## src/rtl/alu_pkg.sv

```systemverilog
// Shared types for the ALU execute stage: op codes, flag layout and FSM states.
package alu_pkg;

  localparam int DATA_W = 8;

  // Bit positions of each flag inside the {C,V,N,Z} vector.
  localparam int FLAG_C = 3;
  localparam int FLAG_V = 2;
  localparam int FLAG_N = 1;
  localparam int FLAG_Z = 0;

  typedef enum logic [1:0] {
    OP_ADD = 2'b00,
    OP_SUB = 2'b01,
    OP_CMP = 2'b10,
    OP_RSV = 2'b11
  } aluOp_t;

  typedef struct packed {
    logic c;
    logic v;
    logic n;
    logic z;
  } flags_t;

  typedef enum logic [1:0] {
    IDLE = 2'b00,
    EXEC = 2'b01,
    DONE = 2'b10
  } execState_t;

endpackage

```

## src/rtl/alu_exec_stage_if.sv

```systemverilog
// Upstream op handshake and downstream result handshake of the execute stage.
interface alu_exec_stage_if;
  import alu_pkg::*;

  logic              inValid;
  logic              inReady;
  aluOp_t            inOp;
  logic [DATA_W-1:0] inFirstArg;
  logic [DATA_W-1:0] inSecondArg;
  logic              outValid;
  logic              outReady;
  logic [DATA_W-1:0] outResult;
  logic              outWrite;

  modport master (
    output inValid, inOp, inFirstArg, inSecondArg, outReady,
    input  inReady, outValid, outResult, outWrite
  );

  modport slave (
    input  inValid, inOp, inFirstArg, inSecondArg, outReady,
    output inReady, outValid, outResult, outWrite
  );

endinterface

```

## src/rtl/alu.sv

```systemverilog
// Combinational 8-bit add/subtract unit. On subtract, unsignedOverflow is the borrow (set when A < B).
module alu
  import alu_pkg::*;
(
  input  logic [DATA_W-1:0] firstArg,
  input  logic [DATA_W-1:0] secondArg,
  input  logic              isAdding,
  output logic [DATA_W-1:0] result,
  output logic              unsignedOverflow,
  output logic              overflow,
  output logic              sign,
  output logic              isZero
);

  logic        [DATA_W:0]   wide;
  logic signed [DATA_W-1:0] sa;
  logic signed [DATA_W-1:0] sb;
  logic signed [DATA_W-1:0] sr;

  always_comb begin
    if (isAdding) wide = {1'b0, firstArg} + {1'b0, secondArg};
    else          wide = {1'b0, firstArg} - {1'b0, secondArg};
  end

  assign result           = wide[DATA_W-1:0];
  assign unsignedOverflow = wide[DATA_W];

  assign sa = signed'(firstArg);
  assign sb = signed'(secondArg);
  assign sr = signed'(result);

  // Signed overflow: operands that can overflow (same sign for add, opposite for sub)
  // produced a result whose sign differs from operand A.
  assign overflow = (isAdding ? (sa[DATA_W-1] == sb[DATA_W-1]) : (sa[DATA_W-1] != sb[DATA_W-1]))
                    && (sr[DATA_W-1] != sa[DATA_W-1]);
  assign sign     = sr[DATA_W-1];
  assign isZero   = (result == '0);

endmodule

```

## src/rtl/alu_exec_stage.sv

```systemverilog
// Registered execute stage around the alu: valid/ready in, one EXEC cycle, result held in DONE.
// Optional macro ALU_CMP_EN: when defined, CMP performs a flags-only subtract; otherwise CMP is a NOP.
module alu_exec_stage
  import alu_pkg::*;
#(
  parameter int         CNT_W     = 16,
  parameter logic [3:0] FLAGS_RST = 4'b0000
) (
  input  logic                 clk,
  input  logic                 resetN,
  alu_exec_stage_if.slave      bus,
  output logic [3:0]           flags,
  output logic [CNT_W-1:0]     opCount
);

  execState_t        state_q, state_d;
  aluOp_t            op_q, op_d;
  logic [DATA_W-1:0] a_q, a_d;
  logic [DATA_W-1:0] b_q, b_d;
  logic [DATA_W-1:0] res_q, res_d;
  logic              wr_q, wr_d;
  flags_t            flags_q, flags_d;
  logic [CNT_W-1:0]  cnt_q, cnt_d;

  logic              in_ready;
  logic              accept;
  logic [DATA_W-1:0] alu_res;
  flags_t            alu_flags;

  function automatic logic [CNT_W-1:0] sat_inc(input logic [CNT_W-1:0] v);
    return (&v) ? v : CNT_W'(v + 1'b1);
  endfunction

  alu u_alu (
    .firstArg         (a_q),
    .secondArg        (b_q),
    .isAdding         (op_q == OP_ADD),
    .result           (alu_res),
    .unsignedOverflow (alu_flags.c),
    .overflow         (alu_flags.v),
    .sign             (alu_flags.n),
    .isZero           (alu_flags.z)
  );

  assign in_ready = (state_q == IDLE) || ((state_q == DONE) && bus.outReady);
  assign accept   = bus.inValid && in_ready;

  always_comb begin
    state_d = state_q;
    op_d    = op_q;
    a_d     = a_q;
    b_d     = b_q;
    res_d   = res_q;
    wr_d    = wr_q;
    flags_d = flags_q;
    cnt_d   = cnt_q;

    case (state_q)
      IDLE:    if (accept) state_d = EXEC;
      EXEC:    state_d = DONE;
      DONE:    if (bus.outReady) state_d = bus.inValid ? EXEC : IDLE;
      default: state_d = IDLE;
    endcase

    if (accept) begin
      op_d = bus.inOp;
      a_d  = bus.inFirstArg;
      b_d  = bus.inSecondArg;
    end

    // Result, flags and count commit on the EXEC->DONE edge.
    if (state_q == EXEC) begin
      cnt_d = sat_inc(cnt_q);
      case (op_q)
        OP_ADD, OP_SUB: begin
          res_d   = alu_res;
          wr_d    = 1'b1;
          flags_d = alu_flags;
        end
`ifdef ALU_CMP_EN
        OP_CMP: begin
          res_d   = alu_res;
          wr_d    = 1'b0;
          flags_d = alu_flags;
        end
`endif
        default: begin
          res_d = a_q;
          wr_d  = 1'b0;
        end
      endcase
    end
  end

  always_ff @(posedge clk or negedge resetN) begin
    if (!resetN) begin
      state_q <= IDLE;
      op_q    <= OP_ADD;
      a_q     <= '0;
      b_q     <= '0;
      res_q   <= '0;
      wr_q    <= 1'b0;
      flags_q <= flags_t'(FLAGS_RST);
      cnt_q   <= '0;
    end else begin
      state_q <= state_d;
      op_q    <= op_d;
      a_q     <= a_d;
      b_q     <= b_d;
      res_q   <= res_d;
      wr_q    <= wr_d;
      flags_q <= flags_d;
      cnt_q   <= cnt_d;
    end
  end

  assign bus.inReady   = in_ready;
  assign bus.outValid  = (state_q == DONE);
  assign bus.outResult = res_q;
  assign bus.outWrite  = wr_q;
  assign flags         = flags_q;
  assign opCount       = cnt_q;

endmodule

```

## src/flat_wrapper.sv

```systemverilog
// flat-port wrapper written by rule: the top's interface ports become plain ports
module alu_exec_stage_flat import alu_pkg::*;
#(
  parameter int         CNT_W     = 16,
  parameter logic [3:0] FLAGS_RST = 4'b0000
)
  (clk, resetN, flags, opCount, bus_inValid, bus_inOp, bus_inFirstArg, bus_inSecondArg, bus_outReady, bus_inReady, bus_outValid, bus_outResult, bus_outWrite);
  alu_exec_stage_if bus_i ();
  input  logic clk;
  input  logic resetN;
  output logic [3:0] flags;
  output logic [CNT_W-1:0] opCount;
  input wire logic [$bits(bus_i.inValid)-1:0] bus_inValid;
  input wire logic [$bits(bus_i.inOp)-1:0] bus_inOp;
  input wire logic [$bits(bus_i.inFirstArg)-1:0] bus_inFirstArg;
  input wire logic [$bits(bus_i.inSecondArg)-1:0] bus_inSecondArg;
  input wire logic [$bits(bus_i.outReady)-1:0] bus_outReady;
  output wire logic [$bits(bus_i.inReady)-1:0] bus_inReady;
  output wire logic [$bits(bus_i.outValid)-1:0] bus_outValid;
  output wire logic [$bits(bus_i.outResult)-1:0] bus_outResult;
  output wire logic [$bits(bus_i.outWrite)-1:0] bus_outWrite;
  assign bus_i.inValid = bus_inValid;
  assign bus_i.inOp = bus_inOp;
  assign bus_i.inFirstArg = bus_inFirstArg;
  assign bus_i.inSecondArg = bus_inSecondArg;
  assign bus_i.outReady = bus_outReady;
  assign bus_inReady = bus_i.inReady;
  assign bus_outValid = bus_i.outValid;
  assign bus_outResult = bus_i.outResult;
  assign bus_outWrite = bus_i.outWrite;
  alu_exec_stage #(.CNT_W(CNT_W), .FLAGS_RST(FLAGS_RST)) u_core (.clk(clk), .resetN(resetN), .bus(bus_i), .flags(flags), .opCount(opCount));
endmodule
```

## config.mk

```make
export PLATFORM = sky130hd
export DESIGN_NAME = alu_exec_stage_flat
export DESIGN_NICKNAME = d
export VERILOG_FILES = /design/src/rtl/alu_pkg.sv /design/src/rtl/alu_exec_stage_if.sv /design/src/rtl/alu.sv /design/src/rtl/alu_exec_stage.sv /design/src/flat_wrapper.sv
export SDC_FILE = /design/constraint.sdc
export NUM_CORES = 1
export LEC_CHECK = 0
export CAP_MARGIN = 20
export CORE_MARGIN = 2
export CORE_UTILIZATION = 50
export CTS_CLUSTER_DIAMETER = 80
export CTS_CLUSTER_SIZE = 25
export DETAILED_ROUTE_END_ITERATION = 7
export DONT_BUFFER_PORTS = 1
export PLACE_DENSITY = 0.66
export SLEW_MARGIN = 20
export SYNTH_ARGS = -nofsm -noshare
export SYNTH_HDL_FRONTEND = slang
export SYNTH_SLANG_ARGS = --single-unit
```

## constraint.sdc

```tcl
create_clock -name clk -period 8.95 [get_ports clk]
set_input_delay 0.895 -clock clk [delete_from_list [all_inputs] [get_ports clk]]
set_output_delay 0.895 -clock clk [all_outputs]
set_load 0.05 [all_outputs]
```

==> results_dict.tcl, run 1 <==
set metrics [dict create \
    grt_max_degree 50 \
    cts_made_buffers 5 \
    core_um2 5040 \
    cpLargestDelayFamily "simple AND/OR/NAND/NOR gates" \
    syn_nets 279 \
    crit_type "flop to flop" \
    max_freq_mhz 312 \
    outcome "finished clean" \
    syn_area_per_cell_um2 10.5 \
    leakagePower_nw 1.20 \
    clkSinkCount 49 \
    seq_area_frac_synth_pct 47.7 \
    grt_pass1_vias 1752 \
    slew_headroom_pct 35.3 \
    drv_cap 0 \
    drive_gt1_share_pct 12.9 \
    die_w_um 75.7 \
    clock_skew_ps 2.62 \
    syn_to_final_growth_pct 7.40 \
    path_max_fanout 12 \
    overflow 0 \
    required_ps 9170 \
    setup_tns_ps 0 \
    dr.first_iter.drc_count 72 \
    htreeDepth 2 \
    powerDensity_nw_per_um2 367 \
    gp_congestion 0.890 \
    cts.clk_slew.worst_paths_ps 90 \
    ys_warn_count 0 \
    grt_pass1_wl_mm 8.04 \
    r2r-end "u_core.flags[0]" \
    start_kind "flop" \
    r2r_start "u_core.op_q[1]" \
    tightest_slew_ps 969 \
    cts_setup_buffers 0 \
    synth_area_leader_cell "dfrtp_1" \
    start_util_pct 51.0 \
    row_count 26 \
    grt_usage_pct 18.8 \
    ff2ff_path_depth 8 \
    numPortBuffers 0 \
    root_buffer "clkbuf_8" \
    synth_cell_type_count 43 \
    hold_viol_final 0 \
    synthFlopType "dfrtp_1" \
    die_h_um 75.7 \
    dr_total_vias 1790 \
    crit_path_end_kind "flop" \
    routed_via_density 5.61 \
    n_antenna_cell 0 \
    ir_worst_vdd_v 0.000133 \
    rsz0062_at_grt "false" \
    cp_cell_sequence "nor2_1 > mux2_2 > fa_1 > a21o_1 > a221oi_2 > xnor2_1 > or4_1 > o31ai_2" \
    crit_slowest_cell "nor2_1" \
    dr.pass1.iters 4 \
    synth_area_um2 2570 \
    fin_hold_ws_ps 275 \
    clockBufferDepth 2 \
    period_share_pct 35.8 \
    dieArea_um2 5730 \
    setup_viol 0 \
    synth-seq-cells 49 \
    critPathBufInv 0 \
    cts_resized 0 \
    dp_hpwl_mm 3.72 \
    crit_arrival_ps 3430 \
    cts_tree "done" \
    slew_violations 0 \
    min_path_type "primary input to asynchronous set/reset pin" \
    cpPeakStageDelay_ps 530 \
    rrSetupSlack_ps 5740 \
    synth_edf_count 0 \
    fin_crit_ps 3210 \
    synth_cells 246 \
    hold_buffers 0 \
    insertion_delay_ps 300 \
    antenna_found_initial 0 \
    ios 53 \
    netlist_top_cells_area "dfrtp_1 48%, mux2_2 7.9%, ha_1 4.9%" \
    layout.nets 281 \
    antenna_left 0 \
    async_flop_share_pct 100 \
    drc 0 \
    wire_per_inst_um 15.3 \
    finalWirelength_mm 4.87 \
    yosysTopAreaCellShare_pct 47.7 \
]
## worst max-delay path by stage
stage	startpoint	to	slack [ps]	cells past startpoint
after global routing	u_core.op_q[1]	u_core.flags[0]	5520	8
after detailed placement	u_core.op_q[1]	u_core.flags[0]	5750	8
after CTS	u_core.op_q[1]	u_core.flags[0]	5720	8
final	u_core.op_q[1]	u_core.flags[0]	5740	8
after global placement	u_core.op_q[1]	u_core.flags[0]	5850	8
after floorplan	u_core.op_q[1]	u_core.flags[0]	6150	8
## cells by family (layout without fill, tap and decap cells)
group	after synthesis	after routing	share of synthesized area, %
AO/OA/AOI/OAI	39	39	9.88
XOR/XNOR	24	24	8.18
adder cells (fa/ha/maj)	11	11	5.64
buffers and inverters	12	15	1.85
flip-flops	49	49	47.7
multiplexers	21	21	9.05
AND/OR/NAND/NOR	90	90	17.7
## flip-flops by register name, summed over array words and instances (netlist names)
register,cells
u_core.a_q,8
u_core.opCount,16
u_core.flags,4
u_core.bus.outWrite,1
u_core.op_q,2
u_core.state_q,2
u_core.b_q,8
u_core.bus.outResult,8
## metal layers
layer	track usage [%]	up-vias	wire [um]
met5	0	-	0
li1	-	875	-
met4	7.02	0	74
met1	22.3	865	2090
met2	32.8	42	2410
met3	5.16	8	298
## final cells by class
class | count | area [um2]
flip-flops and latches | 49 | 1230
fillers | 478 | 2280
repair buffers | 1 | 7.51
inverters | 6 | 22.5
clock inverters | 2 | 37.5
well taps | 70 | 87.6
clock buffers | 6 | 82.6
multi-input cells | 185 | 1300
## per-stage QoR
stage          instances  cell area [um2]  util, %  setup slack [ps]  total power (W)
3_3_place_gp         311             2640     52.4              5850         0.000849
2_1_floorplan        246             2570        -              6150         0.000775
6_report             319             2760     54.8              5740          0.00101
4_1_cts              319             2760     54.8              5720          0.00102
3_5_place_dp         311             2640     52.4              5750         0.000855
5_1_grt              319             2760     54.8              5520          0.00109
## Yosys cell counts (2+ instances only)
cell type / count
nor4_1: 2
a211oi_1: 2
clkbuf_1: 4
buf_2: 2
nor2_1: 19
nor2b_1: 4
nand2_1: 25
a21o_1: 3
and3_1: 3
nand3b_1: 3
nand3_1: 9
inv_1: 6
ha_1: 10
nor3_1: 3
o31ai_1: 2
mux2i_1: 3
o21ai_0: 10
nand4_1: 7
a21oi_1: 9
nor4b_1: 2
xnor2_1: 14
dfrtp_1: 49
nand2b_1: 4
xor2_1: 10
mux2_2: 18
a31oi_1: 6
## where the power goes
| part | total [W] | internal (W) | switching (W) |
|---|---|---|---|
| Clock | 0.000164 | 0.0000908 | 0.0000729 |
| Combinational | 0.000369 | 0.000171 | 0.000198 |
| Sequential | 0.000480 | 0.000279 | 0.000201 |
## cell usage in the layout, fill, tap and decap left out, types with 2 or more instances in the layout
cell type | netlist | final
o21ai_0 | 10 | 10
nor4_1 | 2 | 2
nand2_1 | 25 | 25
ha_1 | 10 | 10
inv_1 | 6 | 6
xnor2_1 | 14 | 14
nor2b_1 | 4 | 4
nor4b_1 | 2 | 2
a21o_1 | 3 | 3
a21oi_1 | 9 | 9
nor2_1 | 19 | 19
nand3b_1 | 3 | 3
a31oi_1 | 6 | 6
mux2_2 | 18 | 18
nand4_1 | 7 | 7
o31ai_1 | 2 | 2
nor3_1 | 3 | 3
clkbuf_8 | 0 | 6
and3_1 | 3 | 3
mux2i_1 | 3 | 3
dfrtp_1 | 49 | 49
a211oi_1 | 2 | 2
nand3_1 | 9 | 9
nand2b_1 | 4 | 4
xor2_1 | 10 | 10
Power figures use the tool's default switching activity.
==> run 2, diff against run 1 <==
Settings changed: PLACE_DENSITY 0.66 to 0.69.
Clock period 8.95 ns to 2.7 ns, I/O delays scaled along.
==> run 2 against run 1 <==
  * Critical path depth up 1
  * Core utilization up 8.3 points
  * Sequential share of layout area down 5.9 points
  * Fmax up 20%
  * Critical endpoint unchanged
==> results_dict.tcl, run 2 (synthesized netlist as in run 1, its figures left out) <==
set metrics [dict create \
    r2r-end "u_core.flags[0]" \
    r2r_start "u_core.b_q[1]" \
    drv_cap 0 \
    numPortBuffers 0 \
    grt_pass1_vias 1829 \
    min_path_type "primary input to flop" \
    crit_arrival_ps 2900 \
    ff2ff_path_depth 9 \
    dr_total_vias 1905 \
    n_antenna_cell 0 \
    finalWorstSetupSlack_ps 26.7 \
    leakagePower_nw 1.41 \
    required_ps 2930 \
    worstHoldPathCells 2 \
    slew_violations 0 \
    clkSinkCount 49 \
    gp_congestion 0.853 \
    hold_viol_final 0 \
    wire_per_inst_um 14.5 \
    core_um2 5040 \
    final_cell_mix "49 x dfrtp_1, 33 x buf_4, 25 x nand2_1, 16 x nor2_1, 16 x mux2_2" \
    cts_tree "done" \
    power_w 0.00388 \
    insertion_delay_ps 310 \
    grt_pass1_wl_mm 8.17 \
    row_count 26 \
    rsz0062_at_grt "true" \
    critPathBufInv 1 \
    antenna_left 0 \
    crit_type "flop to flop" \
    dr.pass1.iters 4 \
    cpLargestDelayFamily "compound AO/OA/AOI/OAI gates" \
    ios 53 \
    layout.nets 316 \
    root_buffer "clkbuf_8" \
    min_from "bus_inSecondArg[1]" \
    dr.first_iter.drc_count 93 \
    overflow 0 \
    finalWirelength_mm 5.14 \
    max_freq_mhz 374 \
    fin_hold_ws_ps 85.3 \
    rrSetupSlack_ps 30 \
    largest_reg_flops 16 \
    htreeDepth 2 \
    outcome "finished clean" \
    drive_gt1_share_pct 29.2 \
    setup_viol 0 \
    final_core_util_pct 63.1 \
    holdPathEnd "u_core.b_q[1]" \
    routed_via_density 5.38 \
    path_max_fanout 2 \
    cpPeakStageDelay_ps 430 \
    dp_hpwl_mm 3.79 \
    cts.clk_slew.worst_paths_ps 90 \
    period_share_pct 99.0 \
    fin_crit_ps 2670 \
    tightest_slew_ps 929 \
    powerDensity_nw_per_um2 1220 \
    ir_worst_vdd_v 0.000544 \
    drc 0 \
    die_w_um 75.7 \
    clock_skew_ps 6.18 \
    cts_made_buffers 5 \
    antenna_found_initial 0 \
    syn_to_final_growth_pct 23.7 \
    grt_usage_pct 19.2 \
    cp_cell_sequence "inv_2 > ha_2 > mux2_4 > fa_2 > a21o_1 > a221oi_4 > xnor2_2 > or4_4 > o31ai_4" \
    start_util_pct 51.0 \
    die_h_um 75.7 \
    dp_slack_ps -147 \
    slew_headroom_pct 37.9 \
    mostFrequentLayoutCell "dfrtp_1" \
    start_kind "flop" \
    grt_max_degree 50 \
    clockBufferDepth 2 \
    crit_path_end_kind "flop" \
    dieArea_um2 5730 \
    crit_slowest_cell "or4_4" \
]
==> run 2: layout make-up <==
type | instances | area [um2]
repair buffers | 36 | 297
fillers | 412 | 1860
clock buffers | 6 | 82.6
flip-flops and latches | 49 | 1230
inverters | 6 | 22.5
clock inverters | 2 | 37.5
well taps | 70 | 87.6
multi-input cells | 185 | 1430
==> run 2: repair_timing <==
action                                  in CTS  in global routing
hold endpoints to repair                    49                  0
setup buffers                                3                  1
endpoints found under the setup margin       2                  4
gates resized for setup                      5                 21
pin swaps                                    3                 10
hold buffers                                 2                  0
==> run 2: per-stage QoR <==
step	std cells	area [um2]	TNS, ps
6_report	354	3180	0
5_1_grt	354	3180	-165
4_1_cts	353	3070	0
3_5_place_dp	341	2870	-194
3_3_place_gp	341	2870	-128
2_1_floorplan	246	2570	0
==> run 2: how the worst max path moves through the flow <==
stage / start / to / slack, ps / cells past startpoint
after floorplan: u_core.op_q[1] / u_core.flags[0] / 20 / 8
after global placement: u_core.b_q[2] / u_core.flags[0] / -100 / 11
after detailed placement: u_core.b_q[2] / u_core.flags[0] / -150 / 11
after CTS: u_core.b_q[1] / u_core.flags[0] / 9 / 11
after global routing: u_core.b_q[3] / u_core.flags[0] / -110 / 10
final: u_core.b_q[1] / u_core.flags[0] / 30 / 9
==> run 2: where the power goes <==
part	switching (W)	leakage (nW)	total (W)	internal, W
sequential	0.000499	0.609	0.00143	0.000929
clock	0.000240	0.0574	0.000541	0.000301
combinational	0.00100	0.744	0.00191	0.000909
total	0.00174	1.41	0.00388	0.00214
==> run 2: worst register-to-register path, cell delays in order, from the launching register on <==
cell and delay (ps):
dfrtp_1 410, inv_2 80, ha_2 260, mux2_4 280
fa_2 350, a21o_1 240, a221oi_4 280, xnor2_2 100
or4_4 430, o31ai_4 170
==> run 2: routing by layer <==
layer / wire, um / vias to the layer above / GRT usage (%)
li1: - / 946 / -
met4: 64 / 0 / 6.43
met1: 2140 / 899 / 22.7
met5: 0 / - / 0
met3: 313 / 5 / 5.69
met2: 2620 / 55 / 33.5
